## src/rtl/button_debounce_select.sv

```systemverilog
// Four-button debouncer with press/release strobes and a registered note
// selection (0 none, 1..4 single button, 7 chord) for the tone generator.
module button_debounce_select #(
    parameter int unsigned DEBOUNCE_CYCLES = 1000000,
    parameter int unsigned CNT_W           = 20
) (
    input  logic       clk,
    input  logic       rst_n,
    input  logic [3:0] btn_n,
    output logic [3:0] pressed,
    output logic [3:0] press_pulse,
    output logic [3:0] release_pulse,
    output logic [2:0] note_code,
    output logic       note_change
);

    localparam logic [CNT_W-1:0] CNT_LAST = CNT_W'(DEBOUNCE_CYCLES - 1);

    logic [3:0]       meta_q, sync_q;
    logic [3:0]       stable_q, stable_d;
    logic [CNT_W-1:0] cnt_q [4];
    logic [CNT_W-1:0] cnt_d [4];

    logic [3:0] pressed_q, pressed_d;
    logic [3:0] press_pulse_q, press_pulse_d;
    logic [3:0] release_pulse_q, release_pulse_d;
    logic [2:0] note_code_q, note_code_d;
    logic       note_change_q, note_change_d;

    // Any disagreement that does not persist restarts the count from zero.
    always_comb begin
        stable_d = stable_q;
        for (int i = 0; i < 4; i++) begin
            cnt_d[i] = cnt_q[i];
            if (sync_q[i] == stable_q[i]) begin
                cnt_d[i] = '0;
            end else if (cnt_q[i] == CNT_LAST) begin
                stable_d[i] = sync_q[i];
                cnt_d[i]    = '0;
            end else begin
                cnt_d[i] = cnt_q[i] + CNT_W'(1);
            end
        end
    end

    // Strobes compare the new level against the registered one so they line
    // up with the cycle in which pressed changes.
    assign pressed_d       = ~stable_q;
    assign press_pulse_d   = pressed_d & ~pressed_q;
    assign release_pulse_d = ~pressed_d & pressed_q;

    always_comb begin
        note_code_d = 3'd7;
        case (pressed_q)
            4'b0000: note_code_d = 3'd0;
            4'b0001: note_code_d = 3'd1;
            4'b0010: note_code_d = 3'd2;
            4'b0100: note_code_d = 3'd3;
            4'b1000: note_code_d = 3'd4;
            default: note_code_d = 3'd7;
        endcase
    end

    assign note_change_d = (note_code_d != note_code_q);

    always_ff @(posedge clk or negedge rst_n) begin
        if (!rst_n) begin
            meta_q          <= 4'hF;
            sync_q          <= 4'hF;
            stable_q        <= 4'hF;
            for (int i = 0; i < 4; i++) cnt_q[i] <= '0;
            pressed_q       <= 4'h0;
            press_pulse_q   <= 4'h0;
            release_pulse_q <= 4'h0;
            note_code_q     <= 3'd0;
            note_change_q   <= 1'b0;
        end else begin
            meta_q          <= btn_n;
            sync_q          <= meta_q;
            stable_q        <= stable_d;
            for (int i = 0; i < 4; i++) cnt_q[i] <= cnt_d[i];
            pressed_q       <= pressed_d;
            press_pulse_q   <= press_pulse_d;
            release_pulse_q <= release_pulse_d;
            note_code_q     <= note_code_d;
            note_change_q   <= note_change_d;
        end
    end

    assign pressed       = pressed_q;
    assign press_pulse   = press_pulse_q;
    assign release_pulse = release_pulse_q;
    assign note_code     = note_code_q;
    assign note_change   = note_change_q;

endmodule

```

## config.mk

```make
export PLATFORM = sky130hd
export DESIGN_NAME = button_debounce_select
export DESIGN_NICKNAME = d
export VERILOG_FILES = /design/src/rtl/button_debounce_select.sv
export SDC_FILE = /design/constraint.sdc
export NUM_CORES = 1
export LEC_CHECK = 0
export ABC_AREA = 1
export BUFFER_PORTS_ARGS = -buffer_cell sky130_fd_sc_hd__buf_4
export CAP_MARGIN = 0
export CORE_UTILIZATION = 41
export CTS_BUF_LIST = sky130_fd_sc_hd__clkbuf_4 sky130_fd_sc_hd__clkbuf_8
export CTS_CLUSTER_SIZE = 20
export DETAILED_ROUTE_END_ITERATION = 6
export SYNTH_ARGS = -nofsm -noshare
export SYNTH_HDL_FRONTEND = slang
export SYNTH_SLANG_ARGS = --single-unit
```

## constraint.sdc

```tcl
create_clock -name clk -period 2.05 [get_ports clk]
set_input_delay 0.205 -clock clk [delete_from_list [all_inputs] [get_ports clk]]
set_output_delay 0.205 -clock clk [all_outputs]
set_load 0.01 [all_outputs]
```

==> results by group, run 1 <==
Run
  • Max Cap Viol: 0

Route
  • 1st-pass router iterations: 4
  • Vias per cell: 4.56
  • WL final: approximately 9700 um
  • Initial DRC Count: about 280
  • Drt drc: 0
  • Vias: 3,970
  • WL/cell: between 10 and 15 um
  • ANT nets after route: 0

Synth
  • Post-synth cell types: 30
  • Sequential fraction of the synthesis area: 0.497
  • Synth warn: 0
  • Post-synth top area share: 0.439
  • Largest area contributor in the netlist: dfrtp_1
  • Netlist area before placement: between 0.005 and 0.006 sq mm
  • Syn nets: 666
  • FF+latch count, synth: roughly 110
  • Mapped Cells: between 600 and 700
  • Largest cells by area after synthesis: dfrtp_1, nor2_1, nand2_1
  • Syn Area/Cell: between 8 and 9 sq um

STA
  • Fmax: 0.678 GHz
  • Final Hold Vio Count: 0
  • Clock skew: 0.0132 ns
  • Worst Tran Pin Value: around 0.58 ns
  • Final Max Tran Viols: 0
  • TNS Setup: 0 ns
  • Slew HR: 0.616
  • Fin crit share: 0.720
  • Period minus WS final: roughly 1.5 ns
  • RSZ-0062 raised after global routing: no
  • Final setup fails: 0

Setup path
  • Critical path's largest stage delay: 0.39 ns
  • Worst endpoint required time: 2.33 ns
  • Startpoint Class: register
  • Cell Chain, Critical Path: ha_1 -> inv_1 -> nor3_2 -> nand3_2 -> nand2_4 -> inv_2 -> nand2_1 -> nor2_2
  • Critical path class: reg -> reg
  • Delay-heaviest family, CP: simple AND/OR/NAND/NOR gates
  • CP max stage cell: dfrtp_1
  • Critical path arrival: ~1.8 ns
  • CP Buf/Inv Count: 2
  • Crit path max fanout: 8
  • Element type at the critical path end: register

Finish
  • Fill cells: roughly 1.2k
  • Most common cell after layout, fill and taps aside: nor2_1
  • Multi-input combinational cell area: roughly 0.0024 sq mm
  • Sequential Area: 0.00272 sq mm
  • Post-route cell area: a little over 0.006 sq mm
  • Ant. Diodes: 0
  • Area Growth Syn to Fin: 11.6%
  • Layout cell share with drive strength beyond 1: 0.169
  • Commonest cells after routing, fill and taps aside: nor2_1, nand2_1, dfrtp_1
  • Nets: around 700

Die
  • Die H: 118 um
  • I/O pin count: 22
  • Core footprint: around 0.013 sq mm
  • Die Area: 0.0138 sq mm
  • Std cell rows: 41
  • Initial Util: 0.427
  • Die X: roughly 120 um

Outcome
  • Status: finished clean

Power
  • Cell leakage power: 2.74 nW
  • Cell Pwr Density: around 600 mW/mm^2
  • Max IR drop VDD: between 0.2 and 0.3 mV

Global routing
  • Vias in the first global route: around 3.9k
  • First-pass GRT wire length: 17,600 um
  • Initial antenna violation count: 0
  • Global route total overflow: 0
  • Total GRT Usage: 0.158
  • Largest net degree at the start of global routing: around 110

Clocking
  • CTS Root Cell: clkbuf_8
  • CTS tree: yes
  • Cts bufs inserted: 9
  • Max Buffers Root-to-Sink: 2
  • Post-CTS setup buffers: 0
  • CTS resizes: 0
  • Clk slew on worst S/H paths: 0.10 ns
  • Worst-skew pair later-pin latency: 0.39 ns
  • H-tree level count: 3
  • Sink Count: 108

Placement
  • Gp weighted congestion: 0.870
  • Final HPWL DP: 7070 um
  • Placed instance area: around 0.0059 sq mm
  • Port Buffers: 21

Hold path
  • Min-delay worst type: reg -> reg
==> sequential cells by signal, indices dropped and copies added (netlist names) <==
name           cells
cnt_q             80
note_code          3
sync_q             4
stable_q           4
meta_q             4
note_change        1
release_pulse      4
press_pulse        4
pressed            4
==> metrics by stage <==
| step | utilization | hold WS (ns) | total power, mW | std cells | setup WS (ns) |
|---|---|---|---|---|---|
| 3_3_place_gp | 0.457 | 0.313 | 2.37 | 849 | 0.598 |
| 4_1_cts | 0.476 | 0.361 | 3.71 | 870 | 0.564 |
| 6_report | 0.476 | 0.360 | 3.65 | 870 | 0.574 |
| 5_1_grt | 0.476 | 0.364 | 3.82 | 870 | 0.426 |
| 3_5_place_dp | 0.457 | 0.314 | 2.37 | 849 | 0.579 |
| 2_1_floorplan | - | -0.0906 | 2.30 | 656 | 0.713 |
==> where the power goes <==
| group | internal [mW] | total, mW | switching, mW |
|---|---|---|---|
| logic | 0.0456 | 0.148 | 0.102 |
| registers | 2.16 | 2.18 | 0.0219 |
| clock network | 0.579 | 1.31 | 0.735 |
==> final timing paths <==
check | from | to | slack [ns] | cells past startpoint
worst max-delay path | cnt_q[60]$_DFF_PN0_ | cnt_q[79]$_DFF_PN0_ | 0.57 | 8
worst min-delay path | meta_q[3]$_DFF_PN1_ | sync_q[3]$_DFF_PN1_ | 0.36 | 0
worst max register to register | cnt_q[60]$_DFF_PN0_ | cnt_q[79]$_DFF_PN0_ | 0.57 | 8
worst min register to register | meta_q[3]$_DFF_PN1_ | sync_q[3]$_DFF_PN1_ | 0.36 | 0
max in group asynchronous | rst_n | sync_q[3]$_DFF_PN1_ | 1.18 | 3
min in group asynchronous | rst_n | cnt_q[77]$_DFF_PN0_ | 0.41 | 3
==> layer usage <==
metal  track usage  part of all wire  up-vias
li1              -                 -     2087
met3        0.0480             0.037        8
met5             0                 0        -
met2         0.244              0.45       57
met1         0.212              0.50     1818
met4        0.0489             0.010        0
==> cells in the mapped netlist <==
cell type  instances
nor2_1           147
nand2_1          140
dfrtp_1           96
inv_1             73
xor2_1            29
nand3_1           24
nand2_2           18
xnor2_1           18
nor2_2            16
dfstp_2           12
nor2_4            12
nor3_1            12
nand4_1           11
a21oi_1           10
o21ai_0            7
ha_1               4
nand2_4            4
nand3_2            4
inv_2              3
inv_4              3
nor3_4             3
nand3_4            2
a31oi_1            1
buf_2              1
nand3b_1           1
nor3_2             1
nor3b_1            1
nor3b_2            1
nor4_1             1
or2_2              1
==> what timing repair did <==
item,in CTS,in global routing
endpoints found under the hold margin,100,0
setup endpoints to repair,0,0
hold buffers,5,0
==> cells by family after synthesis <==
kind of cell / Yosys count / share of synthesized area
flops: 108 / 0.497
compound gates: 18 / 0.0167
xor+xnor: 47 / 0.0752
buf+inv: 80 / 0.0565
simple gates: 399 / 0.346
fa+ha+maj: 4 / 0.00915
==> area by class of cell <==
cell class / count / share of cell area
flip-flops and latches: 108 / 0.445
clock inverters: 6 / 0.0105
inverters: 79 / 0.0498
clock buffers: 10 / 0.0215
well taps: 172 / 0.0352
repair buffers: 27 / 0.0373
multi-input cells: 468 / 0.401
Note: power is estimated with default switching activity, not from simulation.
==> inputs of run 2 (changes only) <==
==> constraint.sdc (replaced) <==
create_clock -name clk -period 1.3 [get_ports clk]
set_input_delay 0.13 -clock clk [delete_from_list [all_inputs] [get_ports clk]]
set_output_delay 0.13 -clock clk [all_outputs]
set_load 0.01 [all_outputs]
==> run 2 against run 1 <==
  * Die area is the same
  * Clock skew down 0.0018 ns
  * Final area is 21% higher
  * Sequential cell count unchanged
  * Critical path type unchanged
  * Sequential power increased by 59%
  * Via count increased by 13%
  * Highest routed layer unchanged
  * The flow now finishes with violations (setup timing)
==> results by group, run 2 (synthesized netlist as in run 1, its figures left out) <==
Outcome
  • Status: finished with violations
  • Failing checks: setup timing

Global routing
  • Largest net degree at the start of global routing: 32
  • Vias in the first global route: 4,453
  • First-pass GRT wire length: ~20,000 um
  • Global route total overflow: 0
  • Total GRT Usage: 0.178
  • Initial antenna violation count: 0

Clocking
  • CTS Root Cell: clkbuf_8
  • H-tree level count: 3
  • Worst-skew pair later-pin latency: ~0.38 ns
  • Cts bufs inserted: 9
  • Max Buffers Root-to-Sink: 2
  • CTS tree: yes
  • Clk slew on worst S/H paths: ~0.10 ns
  • Sink Count: roughly 110

Finish
  • Max FFs per register: 80
  • Area Growth Syn to Fin: 35.4%
  • Commonest cells after routing, fill and taps aside: nand2_1, nor2_1, buf_4
  • Post-route cell area: 0.00741 sq mm
  • Final Core Density: 0.578
  • Ant. Diodes: 0
  • Most common cell after layout, fill and taps aside: nand2_1
  • Nets: between 700 and 800
  • Top reg by flops: cnt_q
  • Layout cell share with drive strength beyond 1: 0.397

STA
  • Slew HR: 0.762
  • Final Max Tran Viols: 0
  • Worst Tran Pin Value: 0.357 ns
  • Fin worst setup slack: -0.0837 ns
  • Period minus WS final: ~1.4 ns
  • Final setup fails: 36
  • Fin crit share: 1.06
  • Clock skew: between 0.01 and 0.015 ns
  • TNS Setup: -1.00 ns
  • RSZ-0062 raised after global routing: yes
  • Final Hold Vio Count: 0
  • Fmax: 0.723 GHz

Placement
  • Placed instance area: ~0.0064 sq mm
  • Port Buffers: 21
  • Gp weighted congestion: 0.894
  • Dpl ws: -0.0930 ns
  • Final HPWL DP: between 8000 and 9000 um

Die
  • Initial Util: 0.427
  • Die H: ~120 um
  • Core footprint: around 0.013 sq mm
  • Std cell rows: 41
  • Die Area: roughly 0.014 sq mm
  • I/O pin count: 22
  • Die X: around 120 um

Setup path
  • Critical path class: reg -> reg
  • Cell Chain, Critical Path: nand2_2 -> nor2_2 -> nand2_1 -> nor2_4 -> nand3_2 -> nand2_1 -> nand2_1 -> nor2_2
  • Critical path depth: 8
  • Element type at the critical path end: register
  • Crit path max fanout: 4
  • Critical path arrival: between 1.5 and 2 ns
  • Startpoint Class: register
  • Delay-heaviest family, CP: simple AND/OR/NAND/NOR gates
  • Critical path's largest stage delay: roughly 0.45 ns
  • Most frequent CP cell: nand2_1
  • CP max stage cell: dfrtp_1
  • CP Buf/Inv Count: 0
  • Worst endpoint required time: about 1.6 ns
  • Worst reg-to-reg path cell count: 8

Hold path
  • Min-delay worst type: in -> async

Route
  • ANT nets after route: 0
  • Initial DRC Count: roughly 210
  • Drt drc: 0
  • Vias: approximately 4.5k
  • 1st-pass router iterations: 4
  • WL final: between 10,000 and 15,000 um
  • WL/cell: 12.2 um
  • Vias per cell: roughly 4.7

Power
  • Cell leakage power: roughly 3.4 nW
  • Cell Pwr Density: approximately 790 mW/mm^2
  • Max IR drop VDD: 0.511 mV

Run
  • Max Cap Viol: 0
[run 2: worst paths after layout]
kind                                          start                 endpoint  slack, ns
worst max-delay path            cnt_q[68]$_DFF_PN0_      cnt_q[79]$_DFF_PN0_      -0.08
worst min-delay path                          rst_n      cnt_q[66]$_DFF_PN0_       0.19
worst max register to register  cnt_q[68]$_DFF_PN0_      cnt_q[79]$_DFF_PN0_      -0.08
worst min register to register  meta_q[2]$_DFF_PN1_      sync_q[2]$_DFF_PN1_       0.36
max in group asynchronous                     rst_n  stable_q[1]$_DFFE_PN1P_       0.55
min in group clk                meta_q[2]$_DFF_PN1_      sync_q[2]$_DFF_PN1_       0.36
[run 2: power breakdown]
| group | switching (mW) | total (mW) | leakage [nW] | internal, mW |
|---|---|---|---|---|
| Clock | 1.17 | 1.98 | 0.0884 | 0.806 |
| Combinational | 0.220 | 0.400 | 1.86 | 0.181 |
| Sequential | 0.0456 | 3.46 | 1.41 | 3.41 |
| Total | 1.44 | 5.84 | 3.36 | 4.40 |
[run 2: worst register-to-register path: stages, from the launching register on]
cell and delay [ns]:
dfrtp_1 0.45, nand2_2 0.11, nor2_2 0.12, nand2_1 0.13, nor2_4 0.18, nand3_2 0.11
nand2_1 0.08, nand2_1 0.06, nor2_2 0.09
[run 2: timing repair]
item / CTS / global route
endpoints found under the hold margin: 101 / 0
pin swaps: 21 / 41
buffers inserted: 13 / 16
resized for setup: 45 / 115
endpoints found under the setup margin: 41 / 72
hold buffers: 5 / 0
[run 2: routing by layer]
layer / wire (um) / share of wire / vias to the layer above / track usage
li1: - / - / 2269 / -
met1: 5320 / 0.45 / 2126 / 0.226
met2: 5780 / 0.49 / 70 / 0.295
met3: 372 / 0.032 / 19 / 0.0460
met4: 259 / 0.022 / 0 / 0.0585
met5: 0 / 0 / - / 0
[run 2: metrics by stage]
| step | hold slack (ns) | total power [mW] | cells |
|---|---|---|---|
| final | 0.192 | 5.84 | 963 |
| after global routing | 0.207 | 6.09 | 963 |
| after CTS | 0.197 | 5.85 | 949 |
| after detailed placement | 0.0671 | 3.80 | 916 |
| after global placement | 0.0680 | 3.79 | 916 |
| after floorplan | -0.166 | 3.62 | 656 |
[run 2: final cells by class]
class	count	area (sq um)
multi-input cells	468	2900
clock buffers	11	151
fillers	1166	5410
well taps	172	215
inverters	79	329
flip-flops and latches	108	2730
clock inverters	4	32.5
repair buffers	121	1050
==> inputs of run 3 (changes only) <==
--- a/config.mk
+++ b/config.mk
@@ -6,11 +6,11 @@
 export NUM_CORES = 1
 export LEC_CHECK = 0
 export ABC_AREA = 1
-export BUFFER_PORTS_ARGS = -buffer_cell sky130_fd_sc_hd__buf_4
+export BUFFER_PORTS_ARGS = -buffer_cell sky130_fd_sc_hd__clkbuf_2
 export CAP_MARGIN = 0
 export CORE_UTILIZATION = 41
 export CTS_BUF_LIST = sky130_fd_sc_hd__clkbuf_4 sky130_fd_sc_hd__clkbuf_8
-export CTS_CLUSTER_SIZE = 20
+export CTS_CLUSTER_SIZE = 14
 export DETAILED_ROUTE_END_ITERATION = 6
 export SYNTH_ARGS = -nofsm -noshare
 export SYNTH_HDL_FRONTEND = slang
==> run 3 against run 2 <==
  * The run still ends with setup timing left
  * Sequential share of layout area is 0.67 points higher
  * Via count decreased by 0.18%
  * Final cell count decreased by 0.62%
  * Clock skew decreased by 0.0024 ns
  * Clock power rose by 9%
  * Register-to-register slack gained 0.03 ns
  * Fmax grew 2.2%
  * Critical path depth decreased by 1
  * First-iteration DRC count is 4.2% higher
  * Critical path type unchanged
  * Highest routed layer unchanged
==> results by group, run 3 (synthesized netlist as in run 1, its figures left out) <==
Outcome
  • Status: finished with violations
  • Failing checks: setup timing

Setup path
  • Element type at the critical path end: register
  • Worst endpoint required time: about 1.6 ns
  • Critical path class: reg -> reg
  • Startpoint Class: register
  • Critical path arrival: roughly 1.6 ns
  • Crit path max fanout: 8
  • Worst reg-to-reg path cell count: 7

Finish
  • Nets: 790
  • Commonest cells after routing, fill and taps aside: nand2_1, nor2_1, dfrtp_1
  • Post-Layout Cell Count: 957
  • Max FFs per register: 80
  • Final Core Density: 0.568
  • Most common cell after layout, fill and taps aside: nand2_1
  • Fill cells: about 1.1k
  • Top reg by flops: cnt_q
  • Ant. Diodes: 0
  • Area Growth Syn to Fin: 33.1%
  • Post-route cell area: roughly 0.0073 sq mm
  • Layout cell share with drive strength beyond 1: 0.376

Route
  • Initial DRC Count: between 200 and 250
  • WL/cell: roughly 12 um
  • 1st-pass router iterations: 4
  • Drt drc: 0
  • Vias: between 4k and 5k
  • Vias per cell: approximately 4.7
  • ANT nets after route: 0
  • WL final: ~12,000 um

STA
  • Worst Tran Pin Value: around 0.55 ns
  • Slew HR: 0.636
  • RSZ-0062 raised after global routing: yes
  • Final Hold Vio Count: 0
  • Fin worst setup slack: -0.0538 ns
  • Clock skew: ~0.0090 ns
  • Final setup fails: 34
  • Period minus WS final: between 1 and 1.5 ns
  • Worst hold slack: 0.253 ns
  • Final Max Tran Viols: 0
  • Fin crit share: 1.04
  • Fmax: 0.739 GHz

Global routing
  • Global route total overflow: 0
  • Largest net degree at the start of global routing: 37
  • Vias in the first global route: about 4.3k
  • Total GRT Usage: 0.174
  • Initial antenna violation count: 0
  • First-pass GRT wire length: between 15,000 and 20,000 um

Clocking
  • Clk slew on worst S/H paths: 0.10 ns
  • Worst-skew pair later-pin latency: 0.39 ns
  • Sink Count: between 100 and 150
  • Cts bufs inserted: 9
  • CTS Root Cell: clkbuf_8
  • CTS tree: yes
  • H-tree level count: 3
  • Max Buffers Root-to-Sink: 2

Placement
  • Placed instance area: approximately 0.0063 sq mm
  • Port Buffers: 21
  • Final HPWL DP: about 8000 um
  • Post-placement cell count: between 900 and 1k
  • Gp weighted congestion: roughly 0.86

Power
  • Max IR drop VDD: between 0.6 and 0.7 mV
  • Total power: ~6.0 mW
  • Cell leakage power: around 3.3 nW
  • Cell Pwr Density: roughly 820 mW/mm^2

Die
  • Die Area: 0.0138 sq mm
  • Die H: ~120 um
  • Die X: approximately 120 um
  • Std cell rows: between 40 and 50
  • I/O pin count: 22
  • Initial Util: 0.427
  • Core footprint: about 0.013 sq mm

Run
  • Max Cap Viol: 0

Hold path
  • Min-delay worst type: in -> async
run 3: power breakdown:
group | internal, mW | switching [mW]
registers | 3.41 | 0.0457
logic | 0.156 | 0.210
clock network | 0.985 | 1.16
total | 4.55 | 1.42
run 3: stage by stage:
stage	setup slack (ns)	TNS, ns
final	-0.0538	-0.869
after detailed placement	-0.0654	-1.65
after floorplan	0.00495	0
after CTS	-0.0454	-0.377
after global placement	-0.0584	-0.879
after global routing	-0.152	-5.33
run 3: what timing repair did:
item,CTS,global route
gates resized for setup,44,103
setup endpoints to repair,44,67
pin swaps,19,29
hold endpoints to repair,31,0
setup buffers,9,19
hold buffers,5,0
run 3: final timing paths:
path                                      from                   to  slack, ns
setup / recovery           cnt_q[42]$_DFF_PN0_  cnt_q[53]$_DFF_PN0_      -0.05
hold / removal                           rst_n  cnt_q[70]$_DFF_PN0_       0.25
setup reg to reg           cnt_q[42]$_DFF_PN0_  cnt_q[53]$_DFF_PN0_      -0.05
hold reg to reg            meta_q[2]$_DFF_PN1_  sync_q[2]$_DFF_PN1_       0.36
max in group asynchronous                rst_n  meta_q[0]$_DFF_PN1_       0.42
min in group clk           meta_q[2]$_DFF_PN1_  sync_q[2]$_DFF_PN1_       0.36
run 3: metal layers:
metal	track usage	up-vias	share of wire
met5	0	-	0
met4	0.0545	0	0.013
met3	0.0446	13	0.038
met2	0.291	72	0.50
met1	0.220	2129	0.45
li1	-	2262	-
run 3: layout make-up:
type,count,area (sq um),area share
Sequential cell,108,2730,0.375
Clock inverter,4,50.0,0.00687
Timing Repair Buffer,114,935,0.128
Inverter,79,329,0.0452
Tap cell,172,215,0.0295
Multi-Input combinational cell,468,2870,0.394
Clock buffer,12,153,0.0210
run 3: critical path: stages, from the launching register on:
cell,delay [ns]
dfrtp_1,0.46
nand2_2,0.12
nor3_4,0.25
nand3_4,0.14
nand2_8,0.14
inv_8,0.05
nand2_1,0.05
nor2_1,0.03
